**src/rtl/multicycle_control_unit_pkg.sv**
```systemverilog
// Shared types and constants for the multi-cycle control unit: state encodings,
// opcode values, ALUOp codes, control-word bit positions and the opcode class bundle.
package multicycle_control_unit_pkg;

    typedef enum logic [2:0] {
        RESET_S = 3'd0,
        FETCH   = 3'd1,
        DECODE  = 3'd2,
        EXEC    = 3'd3,
        MEM     = 3'd4,
        WB      = 3'd5,
        FAULT   = 3'd6
    } state_e;

    localparam logic [1:0] OP_R   = 2'b00;
    localparam logic [1:0] OP_LW  = 2'b01;
    localparam logic [1:0] OP_SW  = 2'b10;
    localparam logic [1:0] OP_BEQ = 2'b11;

    localparam logic [1:0] ALUOP_ADD   = 2'b00;
    localparam logic [1:0] ALUOP_SUB   = 2'b01;
    localparam logic [1:0] ALUOP_FUNCT = 2'b10;

    // Control-word bit positions (ALUOp occupies two bits starting at CW_ALUOP)
    localparam int unsigned CW_REGDST   = 0;
    localparam int unsigned CW_REGWRITE = 1;
    localparam int unsigned CW_ALUSRC   = 2;
    localparam int unsigned CW_BRANCH   = 3;
    localparam int unsigned CW_MEMREAD  = 4;
    localparam int unsigned CW_MEMWRITE = 5;
    localparam int unsigned CW_MEMTOREG = 6;
    localparam int unsigned CW_ALUOP    = 7;
    localparam int unsigned CW_IORD     = 9;
    localparam int unsigned CW_IRWRITE  = 10;
    localparam int unsigned CW_PCWRITE  = 11;
    localparam int unsigned CW_ILLEGAL  = 12;
    localparam int unsigned CW_FAULT    = 13;
    localparam int unsigned CW_WIDTH    = 14;

    typedef struct packed {
        logic is_r;
        logic is_lw;
        logic is_sw;
        logic is_beq;
        logic illegal;
    } op_class_t;

endpackage

```
**src/rtl/multicycle_control_unit_if.sv**
```systemverilog
// Handshake/control bundle between the control unit (master) and the datapath (slave).
// Inputs to the control unit: opcode, memory ready, ALU zero.
// Outputs from the control unit: datapath control lines, illegal pulse, fault, debug state.
interface multicycle_control_unit_if #(
    parameter int unsigned OP_WIDTH = 2
);
    logic [OP_WIDTH-1:0] input_Operator;
    logic                input_MemReady;
    logic                input_Zero;

    logic       output_RegDst;
    logic       output_RegWrite;
    logic       output_ALUSrc;
    logic       output_Branch;
    logic       output_MemRead;
    logic       output_MemWrite;
    logic       output_MemtoReg;
    logic [1:0] output_ALUOp;
    logic       output_IorD;
    logic       output_IRWrite;
    logic       output_PCWrite;
    logic       output_Illegal;
    logic       output_Fault;
    logic [2:0] output_State;

    modport master (
        input  input_Operator, input_MemReady, input_Zero,
        output output_RegDst, output_RegWrite, output_ALUSrc, output_Branch,
               output_MemRead, output_MemWrite, output_MemtoReg, output_ALUOp,
               output_IorD, output_IRWrite, output_PCWrite, output_Illegal,
               output_Fault, output_State
    );

    modport slave (
        output input_Operator, input_MemReady, input_Zero,
        input  output_RegDst, output_RegWrite, output_ALUSrc, output_Branch,
               output_MemRead, output_MemWrite, output_MemtoReg, output_ALUOp,
               output_IorD, output_IRWrite, output_PCWrite, output_Illegal,
               output_Fault, output_State
    );
endinterface

```
**src/rtl/multicycle_control_unit_opcode_decoder.sv**
```systemverilog
// Combinational opcode classifier.
// op_q       : latched opcode
// op_class_c : one-hot class {is_r, is_lw, is_sw, is_beq, illegal}
module multicycle_control_unit_opcode_decoder
    import multicycle_control_unit_pkg::*;
#(
    parameter int unsigned OP_WIDTH = 2
) (
    input  logic [OP_WIDTH-1:0] op_q,
    output op_class_t           op_class_c
);

    // Any set bit above the 2-bit legal range makes the opcode illegal
    always_comb begin
        op_class_c = '0;
        if ((op_q >> 2) != '0) begin
            op_class_c.illegal = 1'b1;
        end else begin
            case (op_q[1:0])
                OP_R:    op_class_c.is_r   = 1'b1;
                OP_LW:   op_class_c.is_lw  = 1'b1;
                OP_SW:   op_class_c.is_sw  = 1'b1;
                default: op_class_c.is_beq = 1'b1;
            endcase
        end
    end

endmodule

```
**src/rtl/multicycle_control_unit.sv**
```systemverilog
// Multi-cycle control FSM: FETCH/DECODE/EXEC/MEM/WB with memory-ready stalls,
// wait timeout into a sticky FAULT state, and illegal-opcode flagging.
// input_Clk     : clock, rising edge
// input_Reset_n : asynchronous active-low reset
// bus           : master side of multicycle_control_unit_if (opcode/ready/zero in,
//                 datapath controls, Illegal, Fault, State out)
module multicycle_control_unit
    import multicycle_control_unit_pkg::*;
#(
    parameter int unsigned OP_WIDTH   = 2,
    parameter int unsigned WAIT_LIMIT = 15
) (
    input  logic                      input_Clk,
    input  logic                      input_Reset_n,
    multicycle_control_unit_if.master bus
);

    localparam int unsigned CNT_W = (WAIT_LIMIT == 0) ? 1 : $clog2(WAIT_LIMIT + 1);

    state_e              state_q, state_d;
    logic [CNT_W-1:0]    cnt_q, cnt_d;
    logic [OP_WIDTH-1:0] op_q;
    op_class_t           op_class_c;
    logic [CW_WIDTH-1:0] cw_c;
    logic                waiting_c;
    logic                timeout_c;

    multicycle_control_unit_opcode_decoder #(
        .OP_WIDTH (OP_WIDTH)
    ) u_opcode_decoder (
        .op_q       (op_q),
        .op_class_c (op_class_c)
    );

    // State, wait counter and opcode latch
    always_ff @(posedge input_Clk or negedge input_Reset_n) begin
        if (!input_Reset_n) begin
            state_q <= RESET_S;
            cnt_q   <= '0;
            op_q    <= '0;
        end else begin
            state_q <= state_d;
            cnt_q   <= cnt_d;
            if (state_q == DECODE) begin
                op_q <= bus.input_Operator;
            end
        end
    end

    // Stall detection: only FETCH and MEM wait on memory
    always_comb begin
        waiting_c = ((state_q == FETCH) || (state_q == MEM)) && !bus.input_MemReady;
        timeout_c = (WAIT_LIMIT != 0) && waiting_c && (cnt_q == CNT_W'(WAIT_LIMIT));
    end

    // Next state and control word
    always_comb begin
        state_d = state_q;
        cw_c    = '0;
        case (state_q)
            RESET_S: state_d = FETCH;
            FETCH: begin
                cw_c[CW_MEMREAD]       = 1'b1;
                cw_c[CW_ALUOP +: 2]    = ALUOP_ADD;
                if (bus.input_MemReady) begin
                    cw_c[CW_IRWRITE] = 1'b1;
                    cw_c[CW_PCWRITE] = 1'b1;
                    state_d          = DECODE;
                end else if (timeout_c) begin
                    state_d = FAULT;
                end
            end
            DECODE: state_d = EXEC;
            EXEC: begin
                if (op_class_c.illegal) begin
                    cw_c[CW_ILLEGAL] = 1'b1;
                    state_d          = FETCH;
                end else if (op_class_c.is_r) begin
                    cw_c[CW_ALUOP +: 2] = ALUOP_FUNCT;
                    state_d             = WB;
                end else if (op_class_c.is_lw || op_class_c.is_sw) begin
                    cw_c[CW_ALUSRC]     = 1'b1;
                    cw_c[CW_ALUOP +: 2] = ALUOP_ADD;
                    state_d             = MEM;
                end else begin
                    cw_c[CW_BRANCH]     = 1'b1;
                    cw_c[CW_ALUOP +: 2] = ALUOP_SUB;
                    cw_c[CW_PCWRITE]    = bus.input_Zero;
                    state_d             = FETCH;
                end
            end
            MEM: begin
                cw_c[CW_IORD]     = 1'b1;
                cw_c[CW_ALUSRC]   = 1'b1;
                cw_c[CW_MEMREAD]  = op_class_c.is_lw;
                cw_c[CW_MEMWRITE] = op_class_c.is_sw;
                if (bus.input_MemReady) begin
                    state_d = op_class_c.is_lw ? WB : FETCH;
                end else if (timeout_c) begin
                    state_d = FAULT;
                end
            end
            WB: begin
                if (op_class_c.is_r) begin
                    cw_c[CW_REGDST]     = 1'b1;
                    cw_c[CW_REGWRITE]   = 1'b1;
                    cw_c[CW_ALUOP +: 2] = ALUOP_FUNCT;
                end else if (op_class_c.is_lw) begin
                    cw_c[CW_REGWRITE] = 1'b1;
                    cw_c[CW_MEMTOREG] = 1'b1;
                end
                state_d = FETCH;
            end
            FAULT: cw_c[CW_FAULT] = 1'b1;
            default: state_d = RESET_S;
        endcase
    end

    // Counter advances only while stalled in the same state; any ready or transition clears it
    always_comb begin
        cnt_d = '0;
        if ((WAIT_LIMIT != 0) && waiting_c && (state_d == state_q)) begin
            cnt_d = cnt_q + CNT_W'(1);
        end
    end

    assign bus.output_RegDst   = cw_c[CW_REGDST];
    assign bus.output_RegWrite = cw_c[CW_REGWRITE];
    assign bus.output_ALUSrc   = cw_c[CW_ALUSRC];
    assign bus.output_Branch   = cw_c[CW_BRANCH];
    assign bus.output_MemRead  = cw_c[CW_MEMREAD];
    assign bus.output_MemWrite = cw_c[CW_MEMWRITE];
    assign bus.output_MemtoReg = cw_c[CW_MEMTOREG];
    assign bus.output_ALUOp    = cw_c[CW_ALUOP +: 2];
    assign bus.output_IorD     = cw_c[CW_IORD];
    assign bus.output_IRWrite  = cw_c[CW_IRWRITE];
    assign bus.output_PCWrite  = cw_c[CW_PCWRITE];
    assign bus.output_Illegal  = cw_c[CW_ILLEGAL];
    assign bus.output_Fault    = cw_c[CW_FAULT];
    assign bus.output_State    = 3'(state_q);

endmodule

```
**src/flat_wrapper.sv**
```systemverilog
// flat-port wrapper written by rule: the top's interface ports become plain ports
module multicycle_control_unit_flat import multicycle_control_unit_pkg::*;
#(
    parameter int unsigned OP_WIDTH   = 2,
    parameter int unsigned WAIT_LIMIT = 15
)
  (input_Clk, input_Reset_n, bus_input_Operator, bus_input_MemReady, bus_input_Zero, bus_output_RegDst, bus_output_RegWrite, bus_output_ALUSrc, bus_output_Branch, bus_output_MemRead, bus_output_MemWrite, bus_output_MemtoReg, bus_output_ALUOp, bus_output_IorD, bus_output_IRWrite, bus_output_PCWrite, bus_output_Illegal, bus_output_Fault, bus_output_State);
  multicycle_control_unit_if #(.OP_WIDTH(OP_WIDTH)) bus_i ();
  input  logic input_Clk;
  input  logic input_Reset_n;
  input wire logic [$bits(bus_i.input_Operator)-1:0] bus_input_Operator;
  input wire logic [$bits(bus_i.input_MemReady)-1:0] bus_input_MemReady;
  input wire logic [$bits(bus_i.input_Zero)-1:0] bus_input_Zero;
  output wire logic [$bits(bus_i.output_RegDst)-1:0] bus_output_RegDst;
  output wire logic [$bits(bus_i.output_RegWrite)-1:0] bus_output_RegWrite;
  output wire logic [$bits(bus_i.output_ALUSrc)-1:0] bus_output_ALUSrc;
  output wire logic [$bits(bus_i.output_Branch)-1:0] bus_output_Branch;
  output wire logic [$bits(bus_i.output_MemRead)-1:0] bus_output_MemRead;
  output wire logic [$bits(bus_i.output_MemWrite)-1:0] bus_output_MemWrite;
  output wire logic [$bits(bus_i.output_MemtoReg)-1:0] bus_output_MemtoReg;
  output wire logic [$bits(bus_i.output_ALUOp)-1:0] bus_output_ALUOp;
  output wire logic [$bits(bus_i.output_IorD)-1:0] bus_output_IorD;
  output wire logic [$bits(bus_i.output_IRWrite)-1:0] bus_output_IRWrite;
  output wire logic [$bits(bus_i.output_PCWrite)-1:0] bus_output_PCWrite;
  output wire logic [$bits(bus_i.output_Illegal)-1:0] bus_output_Illegal;
  output wire logic [$bits(bus_i.output_Fault)-1:0] bus_output_Fault;
  output wire logic [$bits(bus_i.output_State)-1:0] bus_output_State;
  assign bus_i.input_Operator = bus_input_Operator;
  assign bus_i.input_MemReady = bus_input_MemReady;
  assign bus_i.input_Zero = bus_input_Zero;
  assign bus_output_RegDst = bus_i.output_RegDst;
  assign bus_output_RegWrite = bus_i.output_RegWrite;
  assign bus_output_ALUSrc = bus_i.output_ALUSrc;
  assign bus_output_Branch = bus_i.output_Branch;
  assign bus_output_MemRead = bus_i.output_MemRead;
  assign bus_output_MemWrite = bus_i.output_MemWrite;
  assign bus_output_MemtoReg = bus_i.output_MemtoReg;
  assign bus_output_ALUOp = bus_i.output_ALUOp;
  assign bus_output_IorD = bus_i.output_IorD;
  assign bus_output_IRWrite = bus_i.output_IRWrite;
  assign bus_output_PCWrite = bus_i.output_PCWrite;
  assign bus_output_Illegal = bus_i.output_Illegal;
  assign bus_output_Fault = bus_i.output_Fault;
  assign bus_output_State = bus_i.output_State;
  multicycle_control_unit #(.OP_WIDTH(OP_WIDTH), .WAIT_LIMIT(WAIT_LIMIT)) u_core (.input_Clk(input_Clk), .input_Reset_n(input_Reset_n), .bus(bus_i));
endmodule
```
**config.mk**
```make
export PLATFORM = sky130hd
export DESIGN_NAME = multicycle_control_unit_flat
export DESIGN_NICKNAME = d
export VERILOG_FILES = /design/src/rtl/multicycle_control_unit_pkg.sv /design/src/rtl/multicycle_control_unit_if.sv /design/src/rtl/multicycle_control_unit_opcode_decoder.sv /design/src/rtl/multicycle_control_unit.sv /design/src/flat_wrapper.sv
export SDC_FILE = /design/constraint.sdc
export NUM_CORES = 1
export LEC_CHECK = 0
export CORE_UTILIZATION = 45
export CTS_BUF_LIST = sky130_fd_sc_hd__clkbuf_8
export DETAILED_ROUTE_END_ITERATION = 8
export PLACE_DENSITY = 0.8
export SYNTH_ARGS = -nofsm -noshare
export SYNTH_HDL_FRONTEND = slang
export SYNTH_SLANG_ARGS = --single-unit
```
**constraint.sdc**
```tcl
create_clock -name input_Clk -period 2.8 [get_ports input_Clk]
set_input_delay 0.56 -clock input_Clk [delete_from_list [all_inputs] [get_ports input_Clk]]
set_output_delay 0.56 -clock input_Clk [all_outputs]
set_load 0.01 [all_outputs]
```
* Word-level counts from Yosys, hierarchy flattened
Index checks and enable logic that the tools add are counted.
W data, S select, Z words.
** Word-level totals
- Flip-flop bits (word level) :: 9
- Latch bits :: 0
- Memory bits (writable) :: 0
- Bits in read-only memories :: 0
- Output and inout port bits :: 17
- Logic and storage cells :: 58
- Memories :: 0
** Cells by class
- Add/subtract/negate cells :: 1
- Multipliers :: 0
- Div/mod/pow operators :: 0
- Order comparisons :: 0
- Equality and inequality tests :: 10
- Shifts and indexed selects :: 0
- Muxes and demuxes :: 35
- Bitwise logic cells :: 0
- Reduce and logical (&&, ||, !) cells :: 9
** Operators by type and width (count)
- $mux W1 :: 18
- $mux W3 :: 6
- $pmux W3 S6 :: 1
- $mux W2 :: 5
- $eq A3 B3 Y1 const B :: 3
- $eq A3 B2 Y1 const B :: 2
- $pmux W1 S2 :: 3
- $add A4 B1 Y4 const B :: 1
- $eq A4 B4 Y1 const B :: 1
- $mux W4 :: 1
- $pmux W2 S2 :: 1
- $eq A3 B1 Y1 const B :: 1
- $eq A3 B3 Y1 :: 1
- $logic_and A1 B1 Y1 :: 3
- $logic_not A3 Y1 :: 1
- $eq A2 B1 Y1 const B :: 1
- $eq A2 B2 Y1 const B :: 1
- $logic_not A2 Y1 :: 1
- $logic_or A1 B1 Y1 :: 2
- $reduce_or A2 Y1 :: 1
- $logic_not A1 Y1 :: 1

* Logic depth before layout (Yosys ltp)
Gate-level depths: netlist (run 1).
- Depth in word-level cells :: 10
- Mapped depth :: 5
- Gate-level depth less buffers :: 5

* Cells and area by module
From an unflattened synthesis (run 1), not the netlist that was laid out.
** Unflattened totals
- Cell total of the unflattened synthesis :: 73
- Area, all modules :: 643.1 um^2
** Modules (own cells, without submodules)
- multicycle_control_unit :: instances 1, cells an instance 67, area an instance 605.6 um^2
- multicycle_control_unit_opcode_decoder :: instances 1, cells an instance 6, area an instance 37.5 um^2

* Worst setup path after synthesis (run 1)
No wires, ideal clock.
- Kind :: input to output
- Start :: in u_core.bus.output_State[2]
- End :: out bus_output_MemWrite
- Arrival :: 1.140 ns
- Required time :: 2.240 ns
- Path slack :: 1.100 ns
- Cell stages on the path :: 5
- Cell sequence :: dfrtp_1 buf_4 nor2b_4 and2b_2 and2_2
** On the way
- Word-level cells in the longest chain between the ends :: 2
** RTL lines
- start: declaration :: line multicycle_control_unit_if.sv:31 : output_Fault, output_State
- $eq A3 B3 Y1 :: line multicycle_control_unit.sv:60 : case (state_q)
- $mux W1 :: line multicycle_control_unit.sv:60
- end: declaration :: line flat_wrapper.sv:19 : output wire logic [$bits(bus_i.output_MemWrite)-1:0] bus_output_MemWrite;
No other way between the ends.

* Worst setup path after layout (run 1)
- Start :: in bus_input_MemReady
- End :: out bus_output_PCWrite
** On the way
- Word-level cells in the longest chain between the ends :: 2
** RTL lines
- start: declaration :: line flat_wrapper.sv:12 : input wire logic [$bits(bus_i.input_MemReady)-1:0] bus_input_MemReady;
- $mux W2 :: line multicycle_control_unit.sv:65 : if (bus.input_MemReady) begin
- $pmux W1 S2 :: line multicycle_control_unit.sv:60
- end: declaration :: line flat_wrapper.sv:24 : output wire logic [$bits(bus_i.output_PCWrite)-1:0] bus_output_PCWrite;
No other way between the ends.

==> impl_results.md, run 1 <==
* Outcome: completed
* Mapped Nets at 86
* Synth Area per Inst at 8.89 um2
* Number of setup violations in the final report at 0
* Area growth syn-to-layout at 38.6%
* # diodes at 0
* Worst skew pair latency at 0.23 ns
* Largest net degree at the start of global routing at 18
* CTS-repair resized insts at 0
* NetSw at 0.000366 W
* Internal Power at 0.000535 W
* Crit path capture type: output pin
* GP Congestion at 0.790
* Lkg Pwr at 0.411 nW
* Detailed Place HPWL at 1040 um
* CTS Sinks at 9
* Routed len/inst at 12.9 um
* Peak VDD IR at 554 uV
* Final hold vios at 0
* Cells after synthesis at 74
* Post-synth EDFFs at 0
* Setup_tns at 0 ns
* Number of buffers added on ports at 21
* Slew Viols, Final at 0
* Tightest hold margin at 0.462 ns
* Final period demand of the worst path at 2.51 ns
* Crit path kind: input pin to output pin
* Core area at 1330 um2
* Synthesis Warnings at 0
* Sw Ratio at 40.7%
* CP startpoint kind: input pin
* Grt total ovfl at 0
* Number of max-cap violations at 0
* Layout Nets at 109
* CTS Hold Bufs at 0
* Clock Tree Buf Depth at 2
* Number of fill cells at 118
* Synth Flop Type: dfrtp_1
* Overall Power at 0.000901 W
* Count of state elements after synthesis at 9
* Clk_skew at 0.00476 ns
* Asr flop ratio synth at 100%
* Worst Path Max Fanout at 6
* CTS Buf Count at 3
* Clock power share at 16.6%
* DRC viols at 0
* Crit path DAT at 1.95 ns
* Vias in the first global route at 514
* Critical Path RT at 2.24 ns
* Die area at 1620 um2
* Post-DP Area at 867 um2
* CTS root buf: clkbuf_8
* Unrepaired setup endpoints after global routing: false
* Sequential area share after synthesis at 34.2%
* Cell variety after synth at 33
* Netlist Area Pre-Place at 658 um2
* H-tree depth at 1
* Fmax at 398 MHz
* Post-CTS Repair Setup Buffers at 0
* Logic gate share of total power at 54.4%
* Min-Delay Path Class: flip-flop to flip-flop
* Clk pin slew, worst setup/hold paths at 0.04 ns
* Share of layout cells above drive strength 1 at 11.5%
* First-pass GRT wire length at 2240 um
* Via count at 588
* Vias per cell at 5.30
* Post-route ant nets at 0
* Initial drt markers at 17
* Initial antenna violation count at 0
* DIE WIDTH at 40.2 um
* Initial Util at 49.3%
* Pwr dens at 988 nW/um2
* Post-Route WL at 1430 um
* # rows at 13
* Sequential power share at 29.0%
* Final Cycle Share at 89.7%
* Boundary Pins at 23
* 1st-pass router iterations at 4
* Fin area at 912 um2
* Overall routing resource usage at 22.1%
* CTS tree: yes
* Die span in y at 40.2 um
## stage by stage
step                      setup WS (ns)  util (%)  std cells
after floorplan                    1.10         -         74
after global routing              0.185      68.4        111
after CTS                         0.280      68.4        111
after detailed placement          0.290      65.0        107
after global placement            0.362      65.0        107
final                             0.288      68.4        111
## registers in the layout (all words and copies together), names as in the netlist
register                 count
u_core.cnt_q                 4
u_core.op_q                  2
u_core.bus.output_State      3
## routing by layer
metal  vias to the layer above  GRT usage (%)  part of all wire, %
li1                        291              -                    -
met1                       278           26.5                   46
met2                        17           33.5                   47
met3                         2           10.0                  5.8
met4                         0           10.0                 0.84
met5                         -              0                    0
## synthesized netlist by cell type (2+ instances only)
cell type  instances  share of area [%]
nor2_1             9                5.1
and2_1             2                1.9
o21ai_0            5                3.8
dfrtp_1            9                 34
nand3_1            3                2.3
xor2_1             2                2.7
buf_4              2                2.3
and2_2             2                2.3
and3_1             3                2.9
ha_1               6                 11
nand2_1            3                1.7
nand2b_1           2                1.9
inv_1              5                2.9
a21oi_1            2                1.5
## final cells by class
class | count | area, um2 | share of cell area, %
Multi-Input combinational cell | 57 | 394 | 43.2
Sequential cell | 9 | 225 | 24.7
Timing Repair Buffer | 21 | 210 | 23.0
Clock inverter | 1 | 3.75 | 0.412
Tap cell | 15 | 18.8 | 2.06
Clock buffer | 3 | 41.3 | 4.53
Inverter | 5 | 18.8 | 2.06
## worst paths after layout
kind	startpoint	end	slack [ns]	cells after the start
max	bus_input_MemReady	bus_output_PCWrite	0.29	4
max in group asynchronous	input_Reset_n	u_core.cnt_q[0]	1.86	1
min reg2reg	u_core.cnt_q[0]	u_core.cnt_q[0]	0.46	1
max reg2reg	u_core.cnt_q[0]	u_core.bus.output_State[0]	1.46	4
min in group asynchronous	input_Reset_n	u_core.bus.output_State[0]	0.64	1
min	u_core.cnt_q[0]	u_core.cnt_q[0]	0.46	1
## cell usage in the layout, fill, tap and decap left out
master	n
nand2_2	1
xor2_1	2
ha_1	6
dfrtp_1	9
nand2_1	3
clkbuf_8	3
o211ai_1	1
and2_1	2
xnor2_1	1
nand3_1	3
o32ai_1	1
nor2_1	9
nand2b_1	2
nor2b_4	1
and3_2	1
conb_1	1
and3_1	3
o31a_1	1
clkdlybuf4s50_1	21
a31oi_1	1
inv_1	6
a21boi_0	1
and2_2	2
nand4b_1	1
o21bai_1	1
nor3b_1	1
and2b_4	1
and2b_2	1
o22ai_1	1
o21ai_0	5
o211ai_2	1
o21a_1	1
a21oi_1	2
## worst max-delay path, cell delays in order
cell,delay [ns]
clkdlybuf4s50_1,0.56
nand2b_1,0.13
a21oi_1,0.15
clkdlybuf4s50_1,0.55
## logic make-up after synthesis
| group | after synthesis | share of synthesized area, % |
|---|---|---|
| other | 1 | 0.570 |
| AND/OR/NAND/NOR | 31 | 27.6 |
| AO/OA/AOI/OAI | 16 | 16.4 |
| buffers and inverters | 8 | 5.89 |
| XOR/XNOR | 3 | 3.99 |
| flip-flops | 9 | 34.2 |
| adder cells (fa/ha/maj) | 6 | 11.4 |
## power groups by stage
| stage | registers [W] | clock network (W) | logic (W) |
|---|---|---|---|
| final | 0.000261 | 0.000150 | 0.000490 |
| after floorplan | 0.000232 | 0 | 0.000316 |
| after CTS | 0.000259 | 0.000155 | 0.000493 |
| after global routing | 0.000271 | 0.000162 | 0.000550 |
| after detailed placement | 0.000262 | 0 | 0.000490 |
| after global placement | 0.000260 | 0 | 0.000484 |
Power figures use the tool's default switching activity.
==> run 2, diff against run 1 <==
--- a/config.mk
+++ b/config.mk
@@ -7,8 +7,9 @@
 export LEC_CHECK = 0
 export CORE_UTILIZATION = 45
 export CTS_BUF_LIST = sky130_fd_sc_hd__clkbuf_8
+export CTS_CLUSTER_DIAMETER = 80
 export DETAILED_ROUTE_END_ITERATION = 8
-export PLACE_DENSITY = 0.8
+export DONT_BUFFER_PORTS = 1
 export SYNTH_ARGS = -nofsm -noshare
 export SYNTH_HDL_FRONTEND = slang
 export SYNTH_SLANG_ARGS = --single-unit
==> run 2 against run 1 <==
Compared with the run above: clock-buffer cell count is the same; non-clock buffer count shrank 21; combinational power shrank 33%; maximum frequency grew 24%; critical path type is now flip-flop to output pin; clock skew shrank 0.00092 ns; register-to-register slack lost 0.06 ns; first-iteration DRC count shrank 65%; wire length shrank 19%; sequential power grew 4%; final area shrank 23%; sequential cell count is the same; worst hold slack lost 0.44 ns.
==> impl_results.md, run 2 (synthesis results as in run 1) <==
* Outcome: completed
* Die area at 1620 um2
* Crit path kind: flip-flop to output pin
* Post-DP Area at 657 um2
* Largest net degree at the start of global routing at 18
* Area growth syn-to-layout at 6.65%
* Fin area at 702 um2
* Peak VDD IR at 567 uV
* First-pass GRT wire length at 1770 um
* Number of buffers added on ports at 0
* Grt total ovfl at 0
* Overall routing resource usage at 17.2%
* Final period demand of the worst path at 2.03 ns
* Crit-path most repeated cell: inv_1
* Post-Route WL at 1160 um
* CP startpoint kind: flip-flop
* Max_slew headroom at 65.1%
* Clock power share at 19.6%
* CTS Hold Bufs at 0
* Number of max-cap violations at 0
* CTS-repair resized insts at 0
* Final Cycle Share at 72.4%
* Logic gate share of total power at 43.9%
* Worst Path Max Fanout at 4
* Inst Count DP at 86
* Clk_skew at 0.00385 ns
* Pwr dens at 1060 nW/um2
* Vias per cell at 5.52
* Crit path DAT at 1.47 ns
* CTS Buf Count at 3
* Vias in the first global route at 427
* GP Congestion at 0.734
* Initial Util at 49.3%
* CTS tree: yes
* Top reg by flops: u_core.cnt_q
* Internal Power at 0.000409 W
* Via count at 497
* Final hold vios at 0
* Sequential power share at 36.5%
* Lkg Pwr at 0.335 nW
* # diodes at 0
* Most frequent cells in the layout: 9 x nor2_1, 9 x dfrtp_1, 6 x inv_1, 6 x ha_1, 5 x o21ai_0
* DRC viols at 0
* Initial drt markers at 6
* Unrepaired setup endpoints after global routing: false
* CTS Sinks at 9
* CP cell instances: inv_1 > ha_1 > inv_1 > nand4b_1 > a21oi_1
* Tightest hold margin at 0.0210 ns
* CP peak stage delay at 0.39 ns
* Number of setup violations in the final report at 0
* Post-route ant nets at 0
* Routed len/inst at 12.9 um
* Share of layout cells above drive strength 1 at 14.7%
* Detailed Place HPWL at 902 um
* Largest register FFs at 4
* CP Buf/Inv Count at 2
* Min-Delay Path Class: input pin to async pin
* Slew Viols, Final at 0
* Number of fill cells at 134
* H-tree depth at 1
* CTS root buf: clkbuf_8
* NetSw at 0.000333 W
* Delay-heaviest family, CP: flip-flops
* DIE WIDTH at 40.2 um
* Slowest-stage cell, CP: dfrtp_1
* Post-CTS Repair Setup Buffers at 0
* Final Core Density at 52.6%
* # rows at 13
* Worst skew pair latency at 0.23 ns
* Boundary Pins at 23
* Core area at 1330 um2
* Fin cells at 90
* Clk pin slew, worst setup/hold paths at 0.05 ns
* Crit path capture type: output pin
* Clock Tree Buf Depth at 2
* Initial antenna violation count at 0
* Setup_tns at 0 ns
* Critical Path RT at 2.24 ns
* Sw Ratio at 44.9%
* 1st-pass router iterations at 4
* Layout Nets at 88
* Die span in y at 40.2 um
* Fmax at 493 MHz
* Slew of the pin with the lowest slew margin at 0.523 ns
-- run 2: cell types whose count changed in the layout (fill, tap and decap cells not counted), sizes merged --
cell           delta
clkdlybuf4s50    -21
-- run 2: layout make-up --
| type | count | area [um2] | area share (%) |
|---|---|---|---|
| Clock buffer | 3 | 41.3 | 5.88 |
| Inverter | 5 | 18.8 | 2.67 |
| Clock inverter | 1 | 3.75 | 0.535 |
| Tap cell | 15 | 18.8 | 2.67 |
| Sequential cell | 9 | 225 | 32.1 |
| Multi-Input combinational cell | 57 | 394 | 56.1 |
-- run 2: stage by stage --
step | setup slack [ns] | power [W]
floorplan | 1.10 | 0.000548
CTS | 0.753 | 0.000752
detailed placement | 1.00 | 0.000604
global placement | 1.01 | 0.000602
finish | 0.773 | 0.000742
global route | 0.666 | 0.000806
-- run 2: power groups by stage --
stage          Clock (W)  Sequential [W]  Combinational [W]
2_1_floorplan          0        0.000232           0.000316
3_3_place_gp           0        0.000273           0.000329
3_5_place_dp           0        0.000274           0.000330
4_1_cts         0.000149        0.000272           0.000332
5_1_grt         0.000155        0.000284           0.000368
6_report        0.000145        0.000271           0.000326
-- run 2: final timing paths --
check	end	slack [ns]	depth (start not counted)	start
worst min register to register	u_core.cnt_q[0]	0.45	1	u_core.cnt_q[0]
worst max-delay path	bus_output_PCWrite	0.77	5	u_core.op_q[0]
max in group asynchronous	u_core.op_q[0]	2.71	0	input_Reset_n
min in group input_Clk	u_core.op_q[1]	0.45	2	bus_input_Operator[1]
worst min-delay path	u_core.bus.output_State[2]	0.02	0	input_Reset_n
worst max register to register	u_core.op_q[0]	1.40	2	u_core.bus.output_State[1]
-- run 2: layer usage --
layer	global-route usage, %	wire (um)	vias up	share of wire [%]
li1	-	-	251	-
met1	20.5	516	225	45
met2	25.0	509	19	44
met3	11.7	125	2	11
met4	5.00	5	0	0.43
met5	0	0	-	0
